===== src/rtl/pio_tx_fifo.sv =====
// PIO transmit FIFO: first-word fall-through queue between the bus TXF write
// path and the state machine's output shift register, with FJOIN_TX depth doubling.
module pio_tx_fifo #(
   parameter int WIDTH = 32,
   parameter int DEPTH = 4
) (
   input  logic                      clk,
   input  logic                      reset,
   input  logic                      fjoin_tx,
   input  logic                      push,
   input  logic [WIDTH-1:0]          din,
   input  logic                      pop,
   output logic [WIDTH-1:0]          dout,
   output logic                      empty,
   output logic                      full,
   output logic [$clog2(2*DEPTH):0]  level,
   output logic                      overflow,
   output logic                      underflow,
   input  logic [1:0]                flag_clr
);

   localparam int CAP_JOINED = 2 * DEPTH;
   localparam int PW         = $clog2(CAP_JOINED);
   localparam int LW         = PW + 1;

   logic [WIDTH-1:0] mem [CAP_JOINED];
   logic [PW-1:0]    rd_ptr;
   logic [PW-1:0]    wr_ptr;
   logic             fjoin_q;
   logic [LW-1:0]    cap;
   logic             join_chg;
   logic             push_ok;
   logic             pop_ok;
   logic             ovf_set;
   logic             udf_set;

   function automatic logic [PW-1:0] adv(input logic [PW-1:0] p, input logic [LW-1:0] c);
      return ({1'b0, p} == c - LW'(1)) ? '0 : p + PW'(1);
   endfunction

   // A join change flushes the queue, so push/pop are masked and raise no flags.
   always_comb begin
      cap      = fjoin_q ? LW'(CAP_JOINED) : LW'(DEPTH);
      empty    = (level == '0);
      full     = (level == cap);
      join_chg = (fjoin_tx != fjoin_q);
      push_ok  = push && (!full || pop) && !join_chg;
      pop_ok   = pop && !empty && !join_chg;
      ovf_set  = push && full && !pop && !join_chg;
      udf_set  = pop && empty && !join_chg;
      dout     = empty ? '0 : mem[rd_ptr];
   end

   always_ff @(posedge clk) begin
      if (!reset && push_ok) begin
         mem[wr_ptr] <= din;
      end
   end

   always_ff @(posedge clk) begin
      if (reset) begin
         rd_ptr    <= '0;
         wr_ptr    <= '0;
         level     <= '0;
         overflow  <= 1'b0;
         underflow <= 1'b0;
         fjoin_q   <= fjoin_tx;
      end else begin
         fjoin_q <= fjoin_tx;

         if (ovf_set) begin
            overflow <= 1'b1;
         end else if (flag_clr[0]) begin
            overflow <= 1'b0;
         end
         if (udf_set) begin
            underflow <= 1'b1;
         end else if (flag_clr[1]) begin
            underflow <= 1'b0;
         end

         if (join_chg) begin
            rd_ptr <= '0;
            wr_ptr <= '0;
            level  <= '0;
         end else begin
            if (push_ok) begin
               wr_ptr <= adv(wr_ptr, cap);
            end
            if (pop_ok) begin
               rd_ptr <= adv(rd_ptr, cap);
            end
            if (push_ok && !pop_ok) begin
               level <= level + LW'(1);
            end else if (pop_ok && !push_ok) begin
               level <= level - LW'(1);
            end
         end
      end
   end

endmodule


===== config.mk =====
export PLATFORM = sky130hd
export DESIGN_NAME = pio_tx_fifo
export DESIGN_NICKNAME = d
export VERILOG_FILES = /design/src/rtl/pio_tx_fifo.sv
export SDC_FILE = /design/constraint.sdc
export NUM_CORES = 1
export LEC_CHECK = 0
export CORE_ASPECT_RATIO = 0.6
export CORE_MARGIN = 2
export CORE_UTILIZATION = 45
export CTS_CLUSTER_DIAMETER = 100
export DETAILED_ROUTE_END_ITERATION = 10
export PLACE_DENSITY_LB_ADDON = 0.15
export SYNTH_ARGS = -nofsm -noshare
export SYNTH_HDL_FRONTEND = slang
export SYNTH_SLANG_ARGS = --single-unit

===== constraint.sdc =====
create_clock -name clk -period 3.6 [get_ports clk]
set_input_delay 0.36 -clock clk [delete_from_list [all_inputs] [get_ports clk]]
set_output_delay 0.36 -clock clk [all_outputs]
set_load 0.03 [all_outputs]

# Word level (Yosys, flattened, before mapping)
# Memory sizes are Yosys's and may differ from the RTL's. A register that Yosys moved wholly into a read port is not among the register bits.
# Cells that the tools add are included.
dict set report word_totals {
  register_bits 13
  ram_bits 256
  inputBits 39
  out_inout_bits 40
  word_cells 55
  memories 1
}
# memory depth width read_ports rd_clocked_by_memory_dff write_ports line
set memory_table {}
lappend memory_table {mem 8 32 1 1 1 26} ;# logic [WIDTH-1:0] mem [CAP_JOINED];
dict set report classes {
  add_sub_neg 5
  n_eq_ne 4
  mux 14
  n_reduce_logical 25
}
# op count
set op_table {}
lappend op_table {{2-to-1 mux 32 bit} 1}
lappend op_table {{logical AND 1 bit} 12}
lappend op_table {{2-to-1 mux 3 bit} 4}
lappend op_table {{2-to-1 mux 4 bit} 3}
lappend op_table {{== test 3 x 4 -> 1 bit} 2}
lappend op_table {{subtractor 4 x 1 -> 4 bit, second input constant} 2}
lappend op_table {{zero test 1 bit} 7}
lappend op_table {{adder 3 x 1 -> 3 bit, second input constant} 2}
lappend op_table {{2-to-1 mux 1 bit} 6}
lappend op_table {{nonzero test 2 bit} 3}
lappend op_table {{adder 4 x 1 -> 4 bit, second input constant} 1}
lappend op_table {{== test 4 bit} 1}
lappend op_table {{zero test 4 bit} 1}
lappend op_table {{OR reduction 2 bit} 1}
lappend op_table {{logical OR 1 bit} 1}
lappend op_table {{inequality test 1 bit} 1}

# Depth between registers and ports, before layout
dict set report depth {
  depth_word 10
  depth_mapped 11
  ltp_nobuf 11
}

# Worst setup path before layout
# No wires, ideal clock.
dict set report synth_timing {
  kind {register to register}
  start {register level[2]}
  end {memory mem[2][0] (enable)}
  setup_time_ns 0.461
  t_arrival_ns 3.433
  t_required_ns 3.139
  path_slack_ns -0.294
  path_stages_with_launch 5
  path_buffers 0
  synth_period_minus_slack_ns 3.894
  path_cell_list {dfxtp_1 and3b_1 o21ai_2 nand2_4 nor3_1}
}
dict set report synth_via {
  elab_chain_len 8
}
# element line
set synth_lines {}
lappend synth_lines {{start, declared} 16} ;# output logic [$clog2(2*DEPTH):0] level,
lappend synth_lines {{start signal, assigned} 94} ;# level <= level + LW'(1);
lappend synth_lines {{start signal, assigned} 96} ;# level <= level - LW'(1);
lappend synth_lines {{== test 4 bit} 45} ;# full = (level == cap);
lappend synth_lines {{zero test 1 bit} 47} ;# push_ok = push && (!full || pop) && !join_chg;
lappend synth_lines {{logical OR 1 bit} 47}
lappend synth_lines {{logical AND 1 bit (2 in series)} 47}
lappend synth_lines {{logical AND 1 bit} 55} ;# if (!reset && push_ok) begin
lappend synth_lines {{2-to-1 mux 1 bit} 55}
lappend synth_lines {{2-to-1 mux 1 bit (not written as such)} 56} ;# mem[wr_ptr] <= din;
lappend synth_lines {{end, declared} 26}
# No other way between the ends.

==> results.cfg <==
[sta]
rsz0062_at_grt = no
timing.fmax_mhz = 308
setup_viol = 0
min_period_over_period = 0.903
drv_slew = 0
final-hold-violation-count = 0
slew_headroom = 0.529
worst_pin_slew_ns = 0.706
period_needed_ns = 3.25
setup_ws_ns = 0.351
hold_ws_ns = 0.382
clock_skew_ns = 0.00714

[clock_network]
cts_tree = yes
postCtsSetupRepairBufs = 0
clk_latency_ns = 0.51
cts_root_buffer = clkbuf_16
ctsHoldBuffers = 0
cts_resized = 0
clkSinkCount = 272
htree_levels = 1
cts_buffer_depth = 3
clk_pin_slew_worst_paths_ns = 0.06
cts_made_buffers = 25

[synthesis]
synth_warnings = 0
yosys_register_bits = 272
synth_flop_cell = edfxtp_1
syn-num-nets = 548
syn_avg_cell_area_um2 = 21.1
synthCells = 503
synth_top_area_cell = edfxtp_1
yosysMostFrequentCell = edfxtp_1
netlist_area_um2 = 10600
synth_top_area_share = 0.724
synth_common_cells = edfxtp_1 (256), mux4_2 (64), nor2_1 (47)
synth_edf_count = 256
synth_area_leaders = edfxtp_1 (72%), mux4_2 (14%), mux2i_1 (3.2%), dfxtp_1 (3.0%), nor2_1 (1.7%)
ys_types = 44
ys_async_sr_fraction = 0
seq_area_frac_synth = 0.754

[final_layout]
area_delta_synth_final_pct = 19.6
fill_cells = 1803
nets = 649
antennaDiodeCount = 0
layout-drive-gt1-share = 0.221
layoutNonFillerInstCount = 936

[placement]
placed_cells = 892
dpl.hpwl_um = 11400
dp_worst_setup_slack_ns = 0.473
gp_congestion = 0.804
port_buffers = 78

[grt]
grt_pass1_wl_um = 31400
grt_pass1_vias = 5315
grt_max_degree = 36
grt.overflow.total = 0
antenna_found_initial = 0
track_usage = 0.170

[setup_path]
critical_path_arrival_ns = 2.89
worstPathMaxFanout = 20
endpoint_kind = output pin
cp_slowest_stage_delay_ns = 0.61
cpMaxStageDelayCell = clkdlybuf4s50_1
crit_buf_inv = 2
path_cells = buf_4 > mux4_2 > mux2i_1 > nor2_1 > clkdlybuf4s50_1
path_class = flop to output pin
cp_top_family = buffers and inverters
critPathLaunchType = flop
required_ns = 3.24

[drt]
vias = 5013
drt_first_iter_violations = 322
routedWlPerCell_um = 21.8
ant_nets = 0
dr.pass1.iters = 4
routed_wl_um = 20400
detail_route.vias_per_cell = 5.36
remaining_drc_errors = 0

[floorplan]
core_um2 = 23100
die_area_um2 = 24900
io_pins = 79
num_rows = 43
initial_utilization = 0.459
die_h_um = 123
die_x_um = 202

[pwr]
vdd_ir_drop_max_uv = 384
power_leakage_nw = 3.89
p_per_area_nw_per_um2 = 530

[min_path]
hold_path_class = input port to flop

[run]
maxCapViolations = 0

[outcome]
outcome = finished, final reports clean
[cell usage in the layout (no fill, tap or decap), types with 3 or more instances in the layout]
master	Yosys	final
ha_1	5	5
mux2i_1	34	34
bufinv_16	0	4
nor2_4	0	3
nand3_1	4	4
mux4_2	64	64
dfxtp_1	16	13
buf_4	3	16
nand2b_1	3	3
clkbuf_1	11	10
clkinv_2	0	3
clkdlybuf4s50_1	0	78
nand2_1	4	4
nor2_1	47	44
clkbuf_16	0	25
buf_12	0	3
nor3_2	0	3
inv_1	4	4
a21oi_1	6	6
edfxtp_1	256	256
[cell type report]
cell class / count / area [um2] / area share
Clock buffer: 36 / 677 / 0.0533
Clock inverter: 8 / 139 / 0.0109
Inverter: 4 / 15.0 / 0.00118
Multi-Input combinational cell: 204 / 2510 / 0.197
Sequential cell: 272 / 8010 / 0.631
Tap cell: 315 / 394 / 0.0310
Timing Repair Buffer: 97 / 961 / 0.0756
[kinds of logic (layout without fill, tap and decap cells)]
family / Yosys count / in the layout / synth area share
simple gates: 77 / 77 / 0.0385
compound gates: 18 / 18 / 0.0120
fa+ha+maj: 6 / 6 / 0.00777
xor+xnor: 4 / 4 / 0.00401
flops: 272 / 272 / 0.754
buf+inv: 27 / 145 / 0.0152
mux: 99 / 99 / 0.169
[stage by stage]
step           total power, mW  TNS, ns   util  instance area, um2
2_1_floorplan             3.89   -28.20      -               10600
3_3_place_gp              4.15        0  0.514               11900
3_5_place_dp              4.15        0  0.514               11900
4_1_cts                   6.80        0  0.549               12700
5_1_grt                   6.95        0  0.549               12700
6_report                  6.73        0  0.549               12700
[registers in the layout (all words and copies together) (netlist names), named ones only]
signal and count:
mem 256, level 4, rd_ptr 3, wr_ptr 3, fjoin_q 1, overflow 1, underflow 1
[where the power goes]
group / internal (mW) / total (mW) / switching [mW]
sequential: 3.48 / 3.50 / 0.0225
clock: 1.59 / 2.65 / 1.06
combinational: 0.240 / 0.576 / 0.336
[worst register-to-register path, cell delays in order (launching register included)]
cell      delay (ns)
dfxtp_1         0.49
nor3b_1         0.41
o21ai_2         0.17
nand2_4         0.15
inv_1           0.06
ha_1            0.20
inv_1           0.14
ha_1            0.29
a21oi_1         0.20
a211oi_1        0.10
a31oi_1         0.18
mux2_2          0.36
[routing by layer]
layer,routed length [um],GRT usage,up-vias
met4,332,0.0342,0
met5,0,0,-
met3,1000,0.0285,24
met2,9450,0.270,124
met1,9620,0.251,2606
li1,-,-,2259
[worst paths after layout]
check / startpoint / endpoint / slack [ns] / cells past startpoint
max: flop / dout[18] / 0.35 / 5
min: fjoin_tx / fjoin_q$_DFF_P_ / 0.38 / 1
max reg2reg: level[2]$_SDFFE_PP0P_ / level[3]$_SDFFE_PP0P_ / 0.74 / 11
min reg2reg: rd_ptr[0]$_SDFFE_PP0P_ / flop / 0.50 / 2
Note: power is estimated with default switching activity, not from simulation.
==> RTL edit 1, RTL diff (config.mk and constraints unchanged) <==
The parameter `DEPTH` goes from 4 to 8.
--- a/src/rtl/pio_tx_fifo.sv
+++ b/src/rtl/pio_tx_fifo.sv
@@ -3,5 +3,5 @@
 module pio_tx_fifo #(
    parameter int WIDTH = 32,
-   parameter int DEPTH = 4
+   parameter int DEPTH = 8
 ) (
    input  logic                      clk,
Ports: changed (resized level); port bits go from 79 to 80. The function was not compared with the original's and may differ.
==> RTL edit 1 against the unedited design <==
- count of clock-buffer cells in the layout up 26
- final area up 91%
- setup slack worse by 260 ps
- synthesized cell count up 83%
- sequential power up 95%
- wire length up 120%
- total power up 91%
- critical path depth unchanged
- synthesized area up 94%
- sequential cell count up 260
- core utilization down 1.0 points
- largest cell class unchanged
- highest routed layer unchanged
==> RTL edit 1: results (changes against the unedited design) <==
Layout Cells excl Fill 1676 (was 936); Worst Path Max Fanout 32 (was 20); synth cell count leaders edfxtp_1 (512), mux4_2 (128), nor2b_1 (33) (was edfxtp_1 (256), mux4_2 (64), nor2_1 (47)); Setup Skew 16.5 ps (was 7.14 ps); Nets 1099 (was 649); DR vias/cell 5.73 (was 5.36); Area contributors post-synth edfxtp_1 (75%), mux4_2 (14%), dfxtp_1 (1.9%) (was edfxtp_1 (72%), mux4_2 (14%), mux2i_1 (3.2%)); Leakage Power 0.00740 µW (was 0.00389 µW); clock buffer count from CTS 49 (was 25); IO Port Bufs 79 (was 78); status complete, no violations (unchanged); M2 GR Usage 28.3% (was 27.0%); peak supply drop 386 µV (was 384 µV); clk_lat worst skew 570 ps (was 510 ps); Synth Area per Inst 22.3 µm² (was 21.1 µm²); number of global-route vias before repair 9911 (was 5315); largest net degree at the start of global routing 52 (was 36); DPL Wire Length 22.4 mm (was 11.4 mm); H-tree depth 2 (was 1); Placed Instances 1578 (was 892); GR Util met3 3.01% (was 2.85%); worst-margin pin slew 659 ps (was 706 ps); drt first pass iters 5 (was 4); final WL 44.8 mm (was 20.4 mm); EDFF count, synth 512 (was 256)
==> RTL edit 1: cell types whose count changed in the layout (fill, tap and decap cells not counted), sizes merged, moves of 27 or more <==
cell | unedited run | this run
edfxtp | 256 | 512
mux4 | 64 | 128
nor2 | 47 | 13
a221o | 0 | 32
mux2i | 34 | 2
mux2 | 1 | 32
nor2b | 2 | 33
clkbuf | 36 | 63
==> RTL edit 1: through the flow <==
step	setup slack [ps]	total power, µW	util [%]	TNS (ps)	area (µm²)
6_report	90.8	12900	53.9	0	24300
5_1_grt	1.29	13300	53.9	0	24300
4_1_cts	2.98	12900	53.8	0	24200
3_5_place_dp	521	7910	50.2	0	22600
3_3_place_gp	542	7900	50.2	0	22600
2_1_floorplan	-753	7450	-	-282380	20600
==> RTL edit 1: per-layer routing <==
| metal | share of wire [%] | up-vias |
|---|---|---|
| li1 | - | 4172 |
| met1 | 49 | 5123 |
| met2 | 45 | 247 |
| met3 | 4.8 | 60 |
| met4 | 1.5 | 0 |
| met5 | 0 | - |
==> RTL edit 1: path summary, 6_finish.rpt <==
path / startpoint / endpoint / slack [ps] / cells past startpoint
setup / recovery: register / dout[16] / 90 / 5
hold / removal: fjoin_tx / fjoin_q / 310 / 1
setup reg to reg: level[0] / level[4] / 550 / 9
hold reg to reg: overflow / overflow / 510 / 2
==> RTL edit 1: repair_timing <==
action,CTS,global route
hold endpoints to repair,0,0
gates cloned,0,1
pin swaps,1,1
gates resized for setup,3,3
endpoints found under the setup margin,24,15
buffers inserted,5,3
==> RTL edit 1: cell type report <==
cell class | instances | area (µm²)
clock buffer | 62 | 1310
clock inverter | 27 | 233
fill | 3386 | 20800
inverter | 9 | 33.8
multi-input combinational | 334 | 4690
sequential | 532 | 15800
tap | 589 | 737
timing repair buffer | 123 | 1510
==> RTL edit 1: logic make-up (layout without fill, tap and decap cells) <==
group	count (synthesis)	in the layout	synth area share, %
simple gates	99	99	2.80
compound gates	56	56	2.46
mux	162	162	15.8
flops	532	532	76.5
fa+ha+maj	11	11	0.704
xor+xnor	6	6	0.291
buf+inv	57	221	1.44
==> RTL edit 1: worst reg2reg max path, delay by kind of cell (launching register included) <==
| family | cells | cell delay, ps |
|---|---|---|
| simple gates | 2 | 540 |
| flops | 1 | 380 |
| fa+ha+maj | 2 | 690 |
| buf+inv | 1 | 130 |
| compound gates | 4 | 1260 |
==> RTL edit 1: power breakdown <==
part           total, µW  switching [µW]  internal (µW)  leakage (µW)
combinational        988             554            433       0.00188
clock               5040            2190           2850      0.000753
sequential          6830            25.4           6810       0.00477
==> RTL edit 2, RTL diff (config.mk and constraints unchanged) <==
Made on the original files. Put one more register stage on the output `level`, without a reset. The value now appears one clock later. The other outputs are not delayed to match.
--- a/src/rtl/pio_tx_fifo.sv
+++ b/src/rtl/pio_tx_fifo.sv
@@ -24,4 +24,6 @@
    localparam int LW         = PW + 1;
 
+   logic [$clog2(2*DEPTH):0] level_s0;
+
    logic [WIDTH-1:0] mem [CAP_JOINED];
    logic [PW-1:0]    rd_ptr;
@@ -42,6 +44,6 @@
    always_comb begin
       cap      = fjoin_q ? LW'(CAP_JOINED) : LW'(DEPTH);
-      empty    = (level == '0);
-      full     = (level == cap);
+      empty    = (level_s0 == '0);
+      full     = (level_s0 == cap);
       join_chg = (fjoin_tx != fjoin_q);
       push_ok  = push && (!full || pop) && !join_chg;
@@ -62,5 +64,5 @@
          rd_ptr    <= '0;
          wr_ptr    <= '0;
-         level     <= '0;
+         level_s0  <= '0;
          overflow  <= 1'b0;
          underflow <= 1'b0;
@@ -83,5 +85,5 @@
             rd_ptr <= '0;
             wr_ptr <= '0;
-            level  <= '0;
+            level_s0 <= '0;
          end else begin
             if (push_ok) begin
@@ -92,7 +94,7 @@
             end
             if (push_ok && !pop_ok) begin
-               level <= level + LW'(1);
+               level_s0 <= level_s0 + LW'(1);
             end else if (pop_ok && !push_ok) begin
-               level <= level - LW'(1);
+               level_s0 <= level_s0 - LW'(1);
             end
          end
@@ -100,4 +102,8 @@
    end
 
+   always_ff @(posedge clk) begin
+      level <= level_s0;
+   end
+
 endmodule
 
Behaviour: not the same (a bounded check fails within 4 cycles, from zero or initial values and one cycle with reset high).
==> RTL edit 2 against the unedited design <==
- wire length up 3.3%
- sequential cell count grew 4
- sequential share of layout area up 0.42 points
- clock power decreased by 7.9%
- setup slack better by 120 ps
- final area increased by 0.35%
- synthesized area grew 0.58%
- core utilization rose by 0.067 points
- total power fell by 2.4%
- via count grew 1.1%
- non-clock buffer count stayed put
- first-iteration DRC count shrank 7.5%
- die area grew 0.56%
- highest routed layer unchanged
==> RTL edit 2: results (changes against the unedited design) <==
FF-to-FF setup slack 720 ps (was 740 ps); FF/Latch Area 8100 µm² (was 8010 µm²); GRT Overall Usage 17.5% (was 17.0%); Leakage Power 0.00389 µW (about the same); DR vias/cell 5.38 (was 5.36); M2 GR Usage 28.7% (was 27.0%); met1 usage 25.0% (was 25.1%); register area share after synthesis 75.7% (was 75.4%); routed wl met3 976 µm (was 1.00 mm); clk_buf instances 33 (was 36); synth cell count leaders edfxtp_1 (256), mux4_2 (64), nor2_1 (47) (unchanged); xor-xnor portion of the synthesized cell area 0.398% (was 0.400%); layout cells sized above 1 21.1% (was 22.1%); worst flop-to-flop path startpoint level_s0[2] (was level[2]); Initial DRC Count 298 (was 322); biggest regs mem x256, level x4, level_s0 x4 (was mem x256, level x4); post-synthesis compound-gate area fraction 1.19% (was 1.20%); number of global-route vias before repair 5448 (was 5315); Area contributors post-synth edfxtp_1 (72%), mux4_2 (13%), dfxtp_1 (3.7%) (was edfxtp_1 (72%), mux4_2 (14%), mux2i_1 (3.2%)); Nets 654 (was 649); Setup Skew 10.3 ps (was 7.14 ps); worst-margin pin slew 594 ps (was 706 ps); Hold Worst Slack 374 ps (was 382 ps); seq_cells 276 (was 272); Placer Congestion 0.742 (was 0.804); DPL Wire Length 11.8 mm (was 11.4 mm); status complete, no violations (unchanged); P_seq 3550 µW (was 3500 µW); switching fraction of total power 21.9% (was 21.1%); clock buffer count from CTS 26 (was 25); Worst Path Max Fanout 25 (was 20); Synth Net Count 552 (was 548); GR Util met3 2.90% (was 2.85%); met2 routed WL 9.93 mm (was 9.45 mm); Crit path arrival time 2760 ps (was 2890 ps)
==> RTL edit 2: cell count changes in the layout (fill, tap and decap cells not counted), sizes merged <==
cell and delta:
clkinvlp +1, dfxtp +4, clkbuf -3, clkinv +7, bufinv -4
==> RTL edit 2: per-stage QoR <==
step / area [µm²] / TNS [ps] / total power, µW / cells / setup WS, ps
after floorplan: 10700 / -6480 / 3930 / 507 / -67.5
after global placement: 12000 / 0 / 4200 / 896 / 588
after detailed placement: 12000 / 0 / 4210 / 896 / 456
after CTS: 12800 / 0 / 6640 / 941 / 408
after global routing: 12800 / 0 / 6790 / 941 / 362
final: 12800 / 0 / 6570 / 941 / 475
==> RTL edit 2: critical path: stages, from the launching register on <==
cell	delay, ps
dfxtp_4	650
buf_4	350
mux4_2	340
mux2i_1	230
nor2_1	70
clkdlybuf4s50_1	610
